<file path="src/rtl/prod_acc_pkg.sv">
// Shared definitions for the product accumulator: FSM state encoding and default widths.
package prod_acc_pkg;

  localparam int PROD_W_DEF = 8;
  localparam int ACC_W_DEF  = 16;
  localparam int CNT_W_DEF  = 4;

  typedef enum logic [1:0] {
    IDLE  = 2'd0,
    ACCUM = 2'd1,
    DONE  = 2'd2
  } state_t;

endpackage

</file>
<file path="src/rtl/product_accumulator.sv">
// Sums a frame of unsigned multiplier products and presents the total over valid/ready.
// Optional macro ACC_SAT_EN: clamp the sum to all-ones on overflow instead of wrapping.
module product_accumulator
  import prod_acc_pkg::*;
#(
  parameter int PROD_W = PROD_W_DEF,
  parameter int ACC_W  = ACC_W_DEF,
  parameter int CNT_W  = CNT_W_DEF
) (
  input  logic              clk,
  input  logic              rst,
  input  logic              start,
  input  logic [CNT_W-1:0]  len,
  input  logic              in_valid,
  output logic              in_ready,
  input  logic [PROD_W-1:0] in_prod,
  output logic              out_valid,
  input  logic              out_ready,
  output logic [ACC_W-1:0]  out_acc,
  output logic              out_ovf,
  output logic              busy
);

  state_t             state;
  state_t             state_nxt;
  logic [ACC_W-1:0]   acc;
  logic [CNT_W-1:0]   cnt;
  logic [CNT_W-1:0]   len_q;
  logic               ovf;
  logic [ACC_W:0]     sum;
  logic               beat;
  logic               last_beat;

  // Bit ACC_W of the widened sum is the carry out of the accumulator.
  function automatic logic [ACC_W-1:0] acc_update(input logic [ACC_W:0] s);
`ifdef ACC_SAT_EN
    return s[ACC_W] ? {ACC_W{1'b1}} : s[ACC_W-1:0];
`else
    return s[ACC_W-1:0];
`endif
  endfunction

  assign sum       = {1'b0, acc} + {{(ACC_W - PROD_W + 1){1'b0}}, in_prod};
  assign beat      = in_valid && in_ready;
  assign last_beat = beat && (cnt == len_q - CNT_W'(1));

  assign in_ready  = (state == ACCUM);
  assign out_valid = (state == DONE);
  assign busy      = (state != IDLE);
  assign out_acc   = acc;
  assign out_ovf   = ovf;

  always_comb begin
    state_nxt = state;
    case (state)
      IDLE:    if (start) state_nxt = (len == '0) ? DONE : ACCUM;
      ACCUM:   if (last_beat) state_nxt = DONE;
      DONE:    if (out_ready) state_nxt = IDLE;
      default: state_nxt = IDLE;
    endcase
  end

  always_ff @(posedge clk or posedge rst) begin
    if (rst) state <= IDLE;
    else     state <= state_nxt;
  end

  // Frame datapath: start clears the running sum, each accepted beat folds in one product.
  always_ff @(posedge clk or posedge rst) begin
    if (rst) begin
      acc   <= '0;
      cnt   <= '0;
      len_q <= '0;
      ovf   <= 1'b0;
    end else if (state == IDLE && start) begin
      acc   <= '0;
      cnt   <= '0;
      len_q <= len;
      ovf   <= 1'b0;
    end else if (beat) begin
      acc <= acc_update(sum);
      cnt <= cnt + CNT_W'(1);
      if (sum[ACC_W]) ovf <= 1'b1;
    end
  end

endmodule

</file>
<file path="config.mk">
export PLATFORM = sky130hd
export DESIGN_NAME = product_accumulator
export DESIGN_NICKNAME = d
export VERILOG_FILES = /design/src/rtl/prod_acc_pkg.sv /design/src/rtl/product_accumulator.sv
export SDC_FILE = /design/constraint.sdc
export NUM_CORES = 1
export LEC_CHECK = 0
export CORE_MARGIN = 2
export CORE_UTILIZATION = 45
export DETAILED_ROUTE_END_ITERATION = 6
export PLACE_DENSITY = 0.75
export SETUP_SLACK_MARGIN = 0.15
export SYNTH_ARGS = -nofsm -noshare
export SYNTH_HDL_FRONTEND = slang
export SYNTH_SLANG_ARGS = --single-unit
</file>
<file path="constraint.sdc">
create_clock -name clk -period 2.25 [get_ports clk]
set_clock_uncertainty 0.15 [all_clocks]
set_input_delay 0.45 -clock clk [delete_from_list [all_inputs] [get_ports clk]]
set_output_delay 0.45 -clock clk [all_outputs]
set_load 0.05 [all_outputs]
</file>
==> impl_results.md <==
* Startpoint types: register
* Sequential share of the synthesized area at 40.51%
* Adder-Cell Fraction of Synth Area at 8.702%
* Clk_lat worst skew at 280 ps
* Root buffer cell: clkbuf_8
* RePlAce Congestion at 0.9154
* Total Wirelength at 4672 um
* Crit path max-delay family: compound AO/OA/AOI/OAI gates
* Critical path cell sequence: ha_1 > a21oi_2 > nand4b_1 > a2111oi_1 > buf_4 > o21ai_0 > o31ai_1
* Simple-gate share of the synthesized area at 19.58%
* Clock share of power at 8.8%
* Post-synth EDFFs at 0
* Gr ovfl total at 0
* Slew Limit Headroom at 66.00%
* Top cells by area, synth: dfrtp_1, ha_1, nand2_1, o21ai_0, xnor2_1
* Hold EP: out_ovf$_DFFE_PP0P_
* Clk sink count at 27
* Worst Setup SP: out_acc[1]$_DFFE_PP0P_
* Reg2Reg Setup Slack at 80 ps
* Number of global-route vias before repair at 1717
* Starting Density at 46.25%
* Post-Synthesis Cell Area at 0.001668 mm2
* Row count at 22
* Largest net degree at the start of global routing at 28
* Pre-CTS setup slack at -351.8 ps
* Synth cell types at 47
* Sequential power share at 25.9%
* Reg2reg path depth at 7
* Clock slew at reported path FFs at 90 ps
* First-pass iteration count of the detailed router at 4
* Clk buf depth at 2
* Via count at 1604
* Most common cell in the netlist: nand2_1
* Avg Cell Area, Syn at 9.531 um2
* Dpl hpwl at 3306 um
* Final hold violation count at 0
* Setup CP Type: reg2reg
* XOR/XNOR share of the synthesized area at 6.302%
* Min-delay worst type: reg2reg
* Fmax at 461.8 MHz
* Avg WL per Cell at 16.34 um
* # DRC at 0
* Compound-Gate Fraction of Synth Area at 19.43%
* Final number of max-transition violations at 0
* Status: complete, no violations
* Net Count, Synth at 203
* Max VDD drop at 0.0006035 V
* Final setup fails at 0
* Logic pwr share at 65.3%
* H-Tree Depth at 1
* Static leakage at 0.001178 uW
* Synth Instances at 175
* Largest area contributor in the netlist: dfrtp_1
* First-pass GRT wire length at 7741 um
* CP required at 2290 ps
* # Max-Cap Violations at 0
* Synth Flop Type: dfrtp_1
* CTS tree: yes
* Power density cells at 1288 mW/mm2
* Crit path DAT at 2200 ps
* YS warnings at 0
* Worst path bufs/invs at 1
* Core Region at 0.003606 mm2
* R2R Path Start: out_acc[1]$_DFFE_PP0P_
* Slew @ Worst Pin at 509.2 ps
* Largest family of logic cells by synthesized area: simple AND/OR/NAND/NOR gates
* Routed Antenna Nets at 0
* Most frequent cells after synthesis: nand2_1, dfrtp_1, o21ai_0, ha_1, nor2_1
* IO Pins at 37
* Nets at 267
* Post-synthesis mux area share at 3.076%
* Die area at 0.004209 mm2
* Fraction of layout cells with a size suffix above 1 at 28.99%
* Die width at 64.88 um
* Period utilisation layout at 96.24%
* Minimum clock period at 2165 ps
* Vias per inst at 5.608
* CP endpoint kind: register
* Hold_sp: out_ovf$_DFFE_PP0P_
* Die Y at 64.88 um
* Switching power total at 1516 uW
* Diodes inserted at 0
* Setup TNS at 0 ps
* Internal at 1683 uW
* Post-synthesis register bit count at 27
* Async SR Flop Fraction at 100.0%
* Hold depth at 1
* Crit-path max FO at 3
* Port bufs at 36
* Final WS setup at 84.65 ps
* Synth top area share at 40.51%
* CP max stage delay at 530 ps
* Slowest-stage cell, CP: a2111oi_1
* Layout area overhead at 48.91%
* Drt first-iter violations at 135
* Antenna violations before repair at 0
* R2R Path End: out_acc[15]$_DFFE_PP0P_
* GR Util All Layers at 23.51%
* Cts bufs inserted at 3
* Switching part of the total power at 47.39%
* Unrepaired setup endpoints after global routing: true
## registers in the layout, summed over array words and instances, names as in the netlist
register / flops
cnt: 4
len_q: 4
out_acc: 16
out_ovf: 1
state: 2
## power by group through the flow
stage               clock network [uW]  logic [uW]  registers [uW]
floorplan                            0         971            1070
global placement                     0        1800             815
detailed placement                   0        1870             827
CTS                                283        1940             819
global route                       307        2260             852
finish                             282        2090             827
## cell usage in the layout, fill, tap and decap left out, types with 3 or more instances in the layout
cell type	synthesis	final
dfrtp_1	27	21
o211ai_1	4	4
nor2_2	3	3
ha_1	10	3
ha_4	0	7
a21o_1	4	4
o21ai_0	13	11
dlygate4sd2_1	0	15
xnor2_1	6	6
buf_4	1	30
a22o_1	3	3
nor3_1	5	5
dfrtp_2	0	6
nand2_1	30	30
inv_1	4	4
a21oi_2	1	3
nor2_1	7	7
xor2_1	6	6
mux2i_1	4	4
clkbuf_8	0	3
dlymetal6s2s_1	0	8
clkdlybuf4s50_1	0	10
## what timing repair did
item / in CTS / in global routing
endpoints found under the setup margin: 25 / 17
hold buffers: 0 / 0
resized for setup: 27 / 17
buffers inserted: 3 / 3
hold endpoints to repair: 0 / 0
pin swaps: 12 / 12
## stage by stage
| stage | utilization [%] | area (um2) | cells | hold slack, ps | power (uW) |
|---|---|---|---|---|---|
| finish | 68.88 | 2484 | 286 | 342.2 | 3199 |
| global route | 68.88 | 2484 | 286 | 372.2 | 3424 |
| CTS | 66.00 | 2380 | 283 | 349.6 | 3044 |
| detailed placement | 63.12 | 2276 | 276 | 328.7 | 2693 |
| global placement | 63.12 | 2276 | 276 | 327.5 | 2614 |
| floorplan | - | 1720 | 175 | 316.8 | 2037 |
## logic make-up (layout without fill, tap and decap cells)
| logic type | after synthesis | after routing |
|---|---|---|
| muxes | 5 | 5 |
| AOI/OAI and AO/OA | 46 | 46 |
| xor gates and xnor gates | 12 | 12 |
| DFF | 27 | 27 |
| and+or+nand+nor | 65 | 65 |
| buffers and inverters | 9 | 72 |
| adders and majority gates | 11 | 11 |
## how the worst max path moves through the flow
stage	endpoint	cells after the start	slack, ps
final	out_acc[15]$_DFFE_PP0P_	7	80
after global placement	out_acc[14]$_DFFE_PP0P_	8	-300
after CTS	out_acc[10]$_DFFE_PP0P_	7	20
after detailed placement	out_acc[14]$_DFFE_PP0P_	8	-350
after global routing	out_acc[7]$_DFFE_PP0P_	7	-10
after floorplan	out_acc[14]$_DFFE_PP0P_	7	100
## worst register-to-register path, delay by kind of cell, from the launching register on
| kind | cells | cell delay (ps) |
|---|---|---|
| buf+inv | 1 | 200 |
| fa+ha+maj | 1 | 320 |
| flops | 1 | 430 |
| compound gates | 4 | 750 |
| simple gates | 1 | 240 |
## final cells by class
class                      instances  area [um2]
clock buffer                       4       45.04
fill                             286        1122
inverter                           4       15.01
multi-input combinational        139        1114
sequential                        27       683.2
tap                               48       60.06
timing repair buffer              64       566.8
## per-layer routing
metal  global-route usage (%)  vias to the layer above  part of all wire, %
li1                         -                      754                    -
met4                    8.245                        0                  2.2
met1                    27.86                      792                   40
met5                        0                        -                    0
met3                    2.778                       11                  3.8
met2                    43.43                       47                   54
Power figures use the tool's default switching activity.
